`config.mk`:
```
export PLATFORM = sky130hd
export DESIGN_NAME = tff_timer_ctrl
export DESIGN_NICKNAME = d
export VERILOG_FILES = /design/src/rtl/tff_timer_ctrl_pkg.sv /design/src/rtl/tff_cell.sv /design/src/rtl/tff_timer_ctrl.sv
export SDC_FILE = /design/constraint.sdc
export NUM_CORES = 1
export LEC_CHECK = 0
export BUFFER_PORTS_ARGS = -buffer_cell sky130_fd_sc_hd__buf_4
export CORE_MARGIN = 2
export CORE_UTILIZATION = 35
export CTS_BUF_LIST = sky130_fd_sc_hd__clkbuf_16
export DETAILED_ROUTE_END_ITERATION = 12
export GPL_TIMING_DRIVEN = 0
export PLACE_DENSITY = 0.66
export SKIP_LAST_GASP = 1
export SLEW_MARGIN = 15
export SYNTH_ARGS = -nofsm -noshare
export SYNTH_HDL_FRONTEND = slang
export SYNTH_SLANG_ARGS = --single-unit
export TNS_END_PERCENT = 20
```
`constraint.sdc`:
```
create_clock -name i_clk -period 2.13 [get_ports i_clk]
set_clock_uncertainty 0.2 [all_clocks]
set_input_delay 0.426 -clock i_clk [delete_from_list [all_inputs] [get_ports i_clk]]
set_output_delay 0.426 -clock i_clk [all_outputs]
set_load 0.01 [all_outputs]
```
`src/rtl/tff_timer_ctrl_pkg.sv`:
```
// rtl/tff_timer_ctrl_pkg.sv - shared state encodings and limits for the toggle-cell interval timer
//
// Purpose : State encoding for the timer controller and the legal WIDTH range.
//           2'b11 is not a named state; the controller treats it as illegal
//           and recovers to ST_IDLE on the next edge.
// Ports   : none (package)
package tff_timer_ctrl_pkg;

  localparam int unsigned TIMER_WIDTH_MIN = 2;
  localparam int unsigned TIMER_WIDTH_MAX = 16;

  typedef enum logic [1:0] {
    ST_IDLE   = 2'b00,
    ST_RUN    = 2'b01,
    ST_EXPIRE = 2'b10
  } timer_state_t;

endpackage

```
`src/rtl/tff_cell.sv`:
```
// rtl/tff_cell.sv - one loadable toggle flip-flop bit
//
// Purpose : Single counter bit. Next state is i_din when i_load, else o_q ^ i_en.
//           Load has priority over toggle.
// Ports   : i_clk    rising-edge clock
//           i_rst_n  asynchronous active-low reset (o_q -> 0)
//           i_en     toggle enable
//           i_load   data-select
//           i_din    load data
//           o_q      cell state
module tff_cell (
  input  logic i_clk,
  input  logic i_rst_n,
  input  logic i_en,
  input  logic i_load,
  input  logic i_din,
  output logic o_q
);

  logic r_q;

  always_ff @(posedge i_clk or negedge i_rst_n) begin
    if (!i_rst_n) begin
      r_q <= 1'b0;
    end else if (i_load) begin
      r_q <= i_din;
    end else begin
      r_q <= r_q ^ i_en;
    end
  end

  assign o_q = r_q;

endmodule

```
`src/rtl/tff_timer_ctrl.sv`:
```
// rtl/tff_timer_ctrl.sv - down-counting interval timer: controller plus a chain of toggle cells
//
// Purpose : Loads i_preload into a chain of tff_cell bits, counts down once per
//           clock, and raises o_done for one cycle per expiry (held while
//           auto-reloading a zero preload). One-shot or auto-reload.
//           Edge priority: i_stop > i_start > normal sequencing.
// Ports   : i_clk          rising-edge clock
//           i_rst_n        asynchronous active-low reset
//           i_start        start / restart from i_preload
//           i_stop         halt, return to idle, count freezes
//           i_auto_reload  reload on expiry when 1, one-shot when 0
//           i_preload      start value, sampled on load edges only
//           o_count        current count (cell outputs)
//           o_busy         high in RUN or EXPIRE
//           o_done         high in EXPIRE
// WIDTH must lie in TIMER_WIDTH_MIN..TIMER_WIDTH_MAX.
module tff_timer_ctrl #(
  parameter int WIDTH = 8
) (
  input  logic             i_clk,
  input  logic             i_rst_n,
  input  logic             i_start,
  input  logic             i_stop,
  input  logic             i_auto_reload,
  input  logic [WIDTH-1:0] i_preload,
  output logic [WIDTH-1:0] o_count,
  output logic             o_busy,
  output logic             o_done
);

  import tff_timer_ctrl_pkg::*;

  timer_state_t     r_state;
  timer_state_t     w_state_nxt;
  logic             w_load;
  logic             w_count_en;
  logic [WIDTH-1:0] w_toggle;
  logic [WIDTH-1:0] w_count;

  always_ff @(posedge i_clk or negedge i_rst_n) begin
    if (!i_rst_n) begin
      r_state <= ST_IDLE;
    end else begin
      r_state <= w_state_nxt;
    end
  end

  always_comb begin
    w_state_nxt = r_state;
    w_load      = 1'b0;
    w_count_en  = 1'b0;
    if (i_stop) begin
      w_state_nxt = ST_IDLE;
    end else if (i_start) begin
      w_load      = 1'b1;
      w_state_nxt = (i_preload != '0) ? ST_RUN : ST_EXPIRE;
    end else begin
      case (r_state)
        ST_IDLE: begin
          w_state_nxt = ST_IDLE;
        end
        ST_RUN: begin
          // RUN is always left at zero, so the zero guard only protects
          // against wrapping if the chain was somehow disturbed.
          w_count_en = (w_count != '0);
          if (w_count <= WIDTH'(1)) begin
            w_state_nxt = ST_EXPIRE;
          end
        end
        ST_EXPIRE: begin
          if (i_auto_reload) begin
            w_load      = 1'b1;
            w_state_nxt = (i_preload != '0) ? ST_RUN : ST_EXPIRE;
          end else begin
            w_state_nxt = ST_IDLE;
          end
        end
        default: begin
          w_state_nxt = ST_IDLE;
        end
      endcase
    end
  end

  // Decrement as a ripple of toggle enables: bit i flips when every lower
  // bit is currently 0 (a borrow propagates through them).
  always_comb begin
    logic v_lower_zero;
    v_lower_zero = 1'b1;
    w_toggle     = '0;
    for (int i = 0; i < WIDTH; i++) begin
      w_toggle[i]  = w_count_en & v_lower_zero;
      v_lower_zero = v_lower_zero & ~w_count[i];
    end
  end

  for (genvar gi = 0; gi < WIDTH; gi++) begin : g_cell
    tff_cell u_cell (
      .i_clk   (i_clk),
      .i_rst_n (i_rst_n),
      .i_en    (w_toggle[gi]),
      .i_load  (w_load),
      .i_din   (i_preload[gi]),
      .o_q     (w_count[gi])
    );
  end

  assign o_count = w_count;
  assign o_busy  = (r_state == ST_RUN) || (r_state == ST_EXPIRE);
  assign o_done  = (r_state == ST_EXPIRE);

endmodule

```
==> run summary, run 1 <==
The run gives 122 as the layout net count. Measured along the y axis, the die boundary spans 47.7 µm. After clock tree synthesis, the clock-pin slew on the worst setup and hold paths is 0.04 ns. Clock latency on the worst-skew pair, taken at its later pin, is 0.23 ns.

With fillers left out, the area of the finished cells amounts to 948 µm². The initial antenna violation count was 0; the share of synthesized area occupied by flip-flops and latches was 37.5%. The run gives 2.01 ns as the critical path arrival. The library cells used most frequently in the layout, excluding fill and tap cells, are 30 x buf_4, 10 x dfrtp_1, 8 x nand2_1. The multi-input combinational cells in the finished layout cover a total of 330 µm².

The post-detailed-routing wire length came out at 1500 µm. Before CTS, the worst setup slack after placement is 0.0758 ns. At the end of routability-driven placement, the weighted congestion stood at 0.832. Summing every instance area after synthesis gives 667 µm². The number of global-route vias before repair was 578.

Counting flops and latches in the post-synthesis netlist gives 10. In this run, CTS created clock tree buffers numbering 3. The HPWL after detailed placement is 1160 µm. Counting along the longest clock path gives a buffer depth of 2.

The core area is 1760 µm². Using the TritonRoute via totals, the vias-per-cell ratio works out to 4.99. After detailed routing, the met3 layer carries 93 µm of wire. The run gives 171 as the number of inserted filler cells in the final layout. The first routing iteration left 16 violations.

For the row count, the log shows 15. Signal routing reaches up to met4. The logs give 0 for the hold violation count in the final report and 0 for the number of max-slew violations in the final report. The filler-free cell count of the finished design was 129.

End-of-flow core utilization: 53.8%. Setup repair after global routing left no endpoint under its margin. The number of nets in the synthesized netlist is 94. In the final routing, the length of wire on met1 measures 630 µm.

The critical path's slowest cell was or4_4. TritonCTS built the clock tree. The ratio of final minimum period to clock period works out to 95.6%. The measured slew at the worst slew-check pin is 0.535 ns, and the hold slack is 0.209 ns. Summed over all cells, the static leakage comes to 0.441 nW.

The die is 47.7 µm wide. The run gives 644 as the count of vias placed by the detailed router. The initial standard-cell utilization of the core is 37.8%. The gate count after technology mapping is 78. Dividing the detail-routed wire length by the instance count gives 11.6 µm. The count of H-tree levels built during CTS was 1.

Post-CTS timing repair inserted 0 buffers for setup. For the total overflow reported by the global router, the log shows 0. The floorplan step defined a die boundary enclosing 2270 µm². The count of buffers added on input and output ports is 22. Registers take 250 µm². The total instance count after detailed placement came out at 125. The most common cell after layout, fill and taps aside was buf_4. The tightest min-delay check is of the input pin to flip-flop type. The critical path is of the flip-flop to flip-flop type. In this run the power density over the cells is 771 nW/µm². Setup violations remaining at the end of the flow were counted as 0. Max-cap violations in this run came to 0. The count of inserted antenna diode cells is 0, and the maximum single-stage delay on the critical path is 0.44 ns. In this run, distinct cell masters in the synthesized netlist total 28.

Along the worst path, the maximum fanout reaches 4. Entering global routing, the biggest net connects 11 pins. The clock net in this run drives a total of 10 sinks. The worst pin sits at a relative slew slack of 64.0%.

The post-synthesis to final-layout area growth is 42.2%. Subtracting the final worst setup slack from the clock period gives 2.04 ns. The pre-antenna-repair detailed-routing pass consisted of 4 iterations. The worst setup path is captured at a flip-flop. For this run, the top clock speed supported by timing is 491 MHz. The synthesized area per cell works out to 8.55 µm².

The count of synthesis-stage warnings from yosys came out at 0. Pin placement for this block handled 23 I/O pins. VDD sags by at most 461 µV.

The root buffer selected by CTS was clkbuf_16. The post-route netlist has 34.6% of its cells at a drive strength greater than 1. The final total power is 731 µW. The flow ran to the end, and the final reports show no timing, DRC or antenna violations. The global-route wire length before repair was 2440 µm. STA puts the critical path data required time at 2.10 ns. In this run the cell area measured after placement is 863 µm². For the accumulated negative setup slack, the log shows 0 ns. In the routed design, unresolved DRC markers number 0. The tools report the worst-case setup margin in the final layout as 0.0929 ns. Once detail routing completed, the nets flagged for antenna violations numbered 0. Global routing used 15.6% of the available tracks across all layers. The tools report the kind of launch point of the worst setup path as a flip-flop. For the met2 routed wirelength, the log shows 755 µm. Traced cell by cell, the critical path runs through inv_1 > ha_1 > or3b_4 > or4_4 > o211ai_1 > o21a_1.
[kinds of logic after synthesis]
group / after synthesis / share of synthesized area (%)
flip-flops: 10 / 37.5
XOR/XNOR: 3 / 3.94
AND/OR/NAND/NOR: 28 / 22.0
AO/OA/AOI/OAI: 18 / 16.5
adder cells (fa/ha/maj): 3 / 5.63
buffers and inverters: 15 / 12.9
multiplexers: 1 / 1.50
[state kept, by name, summed over array words and instances, names as in the netlist]
register / count
r_state: 2
g_cell.u_cell.o_q: 8
[layout make-up]
cell class	count	share of cell area, %
Buffer	10	7.12
Multi-Input combinational cell	53	34.8
Timing Repair Buffer	23	18.5
Tap cell	25	3.30
Inverter	5	1.98
Clock buffer	3	7.92
Sequential cell	10	26.4
[worst max-delay path: cells and delay by family (launching register included)]
family,cells,cell delay [ns]
compound gates,2,0.31
fa+ha+maj,1,0.17
buf+inv,1,0.07
flops,1,0.39
simple gates,2,0.84
[path summary, 6_finish.rpt]
path	start	end	slack (ns)	cells past startpoint
min in group asynchronous	i_rst_n	g_cell[3].u_cell.o_q	0.36	2
max in group asynchronous	i_rst_n	r_state[1]	1.23	2
setup / recovery	r_state[1]	g_cell[2].u_cell.o_q	0.09	6
setup reg to reg	r_state[1]	g_cell[2].u_cell.o_q	0.09	6
hold reg to reg	r_state[0]	r_state[0]	0.32	2
hold / removal	i_preload[1]	g_cell[1].u_cell.o_q	0.21	3
[power breakdown]
group / switching, mW / internal [mW] / total (mW)
Sequential: 0.0322 / 0.214 / 0.246
Combinational: 0.0677 / 0.0971 / 0.165
Clock: 0.0776 / 0.242 / 0.320
Total: 0.178 / 0.554 / 0.731
[cell usage after synthesis (all sizes together)]
| cell | number | area share, % |
|---|---|---|
| a21oi | 4 | 3.0 |
| a22o | 1 | 1.3 |
| a31oi | 1 | 0.94 |
| buf | 8 | 9.0 |
| clkbuf | 2 | 1.1 |
| dfrtp | 10 | 38 |
| ha | 3 | 5.6 |
| inv | 5 | 2.8 |
| mux2i | 1 | 1.5 |
| nand2 | 8 | 4.5 |
| nand3 | 1 | 0.75 |
| nand4 | 1 | 0.94 |
| nor2 | 7 | 3.9 |
| nor3 | 2 | 1.5 |
| nor3b | 1 | 1.1 |
| nor4 | 4 | 3.8 |
| o211ai | 1 | 1.1 |
| o21a | 1 | 1.1 |
| o21ai | 6 | 4.5 |
| o22ai | 1 | 0.94 |
| o31ai | 2 | 2.3 |
| o41ai | 1 | 1.3 |
| or2 | 1 | 0.94 |
| or3b | 1 | 1.7 |
| or4 | 2 | 2.8 |
| xnor2 | 1 | 1.3 |
| xor2 | 2 | 2.6 |
[per-layer routing]
metal  up-vias  track usage [%]
met4         0             4.86
met3         4             3.40
li1        323                -
met1       294             18.2
met2        23             28.4
met5         -                0
[repair_timing]
action,4_1_cts,5_1_grt
hold endpoints to repair,10,0
setup endpoints to repair,0,1
hold buffers,1,0
gates resized for setup,0,0
No activity file was read; power rests on OpenSTA's default activity.
==> run 2, diff against run 1 <==
- REMOVE_ABC_BUFFERS: not set -> 1
==> run 2 against run 1 <==
  * Wire length up 2.1%
  * Critical path depth unchanged
  * Worst setup slack better by 0.0010 ns
  * Sequential cell count unchanged
  * Utilization down 3.8 points
  * Fmax about the same
  * Global-route usage down 0.053 points
  * Sequential share of layout area up 2.0 points
  * Non-clock buffer count down 10
  * Cell area down 7.1%
  * Combinational power down 18%
  * Critical path type unchanged
==> run summary, run 2 (synthesized netlist as in run 1, its figures left out) <==
The flow ran to the end, and the final reports show no timing, DRC or antenna violations. The count of TritonRoute iterations in the first routing pass was 4 (unchanged). The post-layout minimum cycle time works out to 2.04 ns (about the same).

The maximum single-stage delay on the critical path is 0.44 ns (about the same). The logs give 2 (unchanged) for the number of buffers between clock root and the deepest sink and 2.10 ns (about the same) for the critical path required time. First-iteration detailed-routing DRC count: 18 (was 16). The accumulated negative setup slack was 0 ns (unchanged). The measured slew at the worst slew-check pin is 0.647 ns (was 0.535 ns).

The number of port buffers was 22 (unchanged); the height of the chip was 47.7 µm (unchanged). Number of setup buffers added after CTS: 0 (unchanged). The tools report the number of inserted filler cells in the final layout as 176 (was 171). The tools report the root buffer selected by CTS as clkbuf_16 (unchanged). The number of flip-flops under the largest register name was 8 (unchanged); the achievable frequency was 491 MHz (about the same).

The clock-pin slew reported for the worst setup and hold paths after clock tree synthesis works out to 0.04 ns (about the same). The origin of the worst min-delay path is i_preload[7] (was i_preload[1]). The post-detailed-route DRC marker count was 0 (unchanged). The tools report the layout net count as 112 (was 122). TritonCTS built the clock tree. The run gives 0 (unchanged) as the initial antenna violation count.

The total die area was 2270 µm² (unchanged); the chip width was 47.7 µm (unchanged). The count of H-tree levels built during CTS was 1 (unchanged); the source-to-sink clock delay at the later pin of the worst-skew pair was 0.23 ns (about the same). Highest net fanout along the worst path: 4 (unchanged).

Kind of end point of the critical path: a flip-flop (unchanged). The area of the multi-input gates is 330 µm² (unchanged). Cell chain of the critical path: inv_1 > ha_1 > or3b_4 > or4_4 > o211ai_1 > o21a_1 (unchanged).

The post-detailed-routing wire length is 1530 µm (was 1500 µm). The tools report the launch instance of the worst register-to-register path as r_state[1] (unchanged). The category of the critical setup timing path was flip-flop to flip-flop (unchanged). The count of vias placed by the detailed router is 623 (was 644). The post-synthesis to final-layout area growth is 32.1% (was 42.2%), and the total half-perimeter wirelength after legalization and detailed placement is 1150 µm (was 1160 µm). The global-route usage over all layers is 15.6% (about the same).

The number of max-slew violations in the final report was 0 (unchanged). The average wire per standard cell works out to 12.9 µm (was 11.6 µm). The leakage power is 0.400 nW (was 0.441 nW). The tools report the critical path arrival as 2.01 ns (about the same). The worst reg-to-reg setup slack came out at 0.09 ns (about the same).

The global placer's final weighted congestion was 0.721 (was 0.832). The kind of launch point of the worst setup path was a flip-flop (unchanged). The launching element of the worst setup path was r_state[1] (unchanged).

The most common cell after layout, fill and taps aside is buf_4 (unchanged). The ratio of final minimum period to clock period was 95.6% (about the same). The headroom to the max-slew limit is 56.7% (was 64.0%), and the pin count of the biggest net entering global routing is 12 (was 11). The core area is 1760 µm² (unchanged), and the max-cap check violation count is 0 (unchanged). The count of pins on the block boundary came out at 23 (unchanged).

For the initial standard-cell utilization of the core, the log shows 37.8% (unchanged). Setup repair after global routing left no endpoint under its margin. The logs give 250 µm² (unchanged) for the sequential cell area and 485 µV (was 461 µV) for the maximum vdd drop. For the TritonCTS sink count, the log shows 10 (unchanged). Most used cells in the layout excluding fill and tap cells: 22 x buf_4, 10 x dfrtp_1, 8 x nand2_1 (was 30 x buf_4, 10 x dfrtp_1, 8 x nand2_1). The power density of the placed cells is 798 nW/µm² (was 771 nW/µm²), and the post-route antenna net violation count is 0 (unchanged).

The fraction of final layout cells sized beyond drive strength 1 came out at 29.8% (was 34.6%). The tools report the total overflow reported by the global router as 0 (unchanged). The row count is 15 (unchanged), and the number of global-route vias before repair is 580 (was 578). Count of inserted antenna diode cells: 0 (unchanged). The hold violation count in the final report was 0 (unchanged); the global-route wire length before repair was 2350 µm (was 2440 µm). The number of setup violations in the final report is 0 (unchanged), and the hold slack is 0.210 ns (was 0.209 ns). The ratio of routed vias to standard cells is 5.24 (was 4.99). The tools report the number of buffers inserted during clock tree synthesis as 3 (unchanged). The path category of the worst min-delay check was input pin to flip-flop (unchanged). The critical path's slowest cell is or4_4 (unchanged).
## run 2: changes by cell type in the layout (fill, tap and decap cells not counted)
cell / change
buf_4: -8
o21ai_0: -1
o21ai_1: +1
clkbuf_1: -2
## run 2: layout make-up
| class | instances | area share (%) |
|---|---|---|
| repair buffers | 23 | 19.9 |
| inverters | 5 | 2.13 |
| clock buffers | 3 | 8.52 |
| multi-input cells | 53 | 37.5 |
| flip-flops and latches | 10 | 28.4 |
| well taps | 25 | 3.55 |
## run 2: stage by stage
| step | setup slack, ns | cells | utilization (%) | area (µm²) | total power [mW] |
|---|---|---|---|---|---|
| 4_1_cts | 0.0646 | 119 | 49.9 | 881 | 0.711 |
| 3_3_place_gp | 0.114 | 115 | 45.1 | 796 | 0.380 |
| 3_5_place_dp | 0.103 | 115 | 45.1 | 796 | 0.382 |
| 2_1_floorplan | 0.179 | 68 | - | 599 | 0.306 |
| 6_report | 0.0939 | 119 | 49.9 | 881 | 0.703 |
| 5_1_grt | 0.000763 | 119 | 49.9 | 881 | 0.741 |
## run 2: worst paths after layout
| check | end | cells after the start |
|---|---|---|
| max in group asynchronous | g_cell[1].u_cell.o_q | 2 |
| min reg2reg | r_state[1] | 1 |
| min in group asynchronous | g_cell[4].u_cell.o_q | 2 |
| min | g_cell[7].u_cell.o_q | 3 |
| max reg2reg | g_cell[2].u_cell.o_q | 6 |
| max | g_cell[2].u_cell.o_q | 6 |
## run 2: power breakdown
group	switching [mW]	leakage (nW)	internal, mW	total, mW
registers	0.0343	0.122	0.214	0.248
clock network	0.0778	0.0370	0.243	0.320
logic	0.0630	0.241	0.0716	0.135
total	0.175	0.400	0.528	0.703
## run 2: per-layer routing
layer  routed length (µm)  up-vias  GRT usage [%]
li1                     -      303              -
met1                  658      298           17.9
met2                  781       18           27.0
met3                   69        4           3.40
met4                   22        0           8.11
met5                    0        -              0
## run 2: worst max-delay path, delay by kind of cell, from the launching register on
kind | cells | cell delay (ns)
AOI/OAI and AO/OA | 2 | 0.33
adders and majority gates | 1 | 0.16
buffers and inverters | 1 | 0.06
DFF | 1 | 0.38
and+or+nand+nor | 2 | 0.84
## run 2: what timing repair did
action                                 4_1_cts  5_1_grt
setup endpoints to repair                    0        1
hold buffers                                 1        0
gates resized for setup                      0        1
endpoints found under the hold margin       10        0
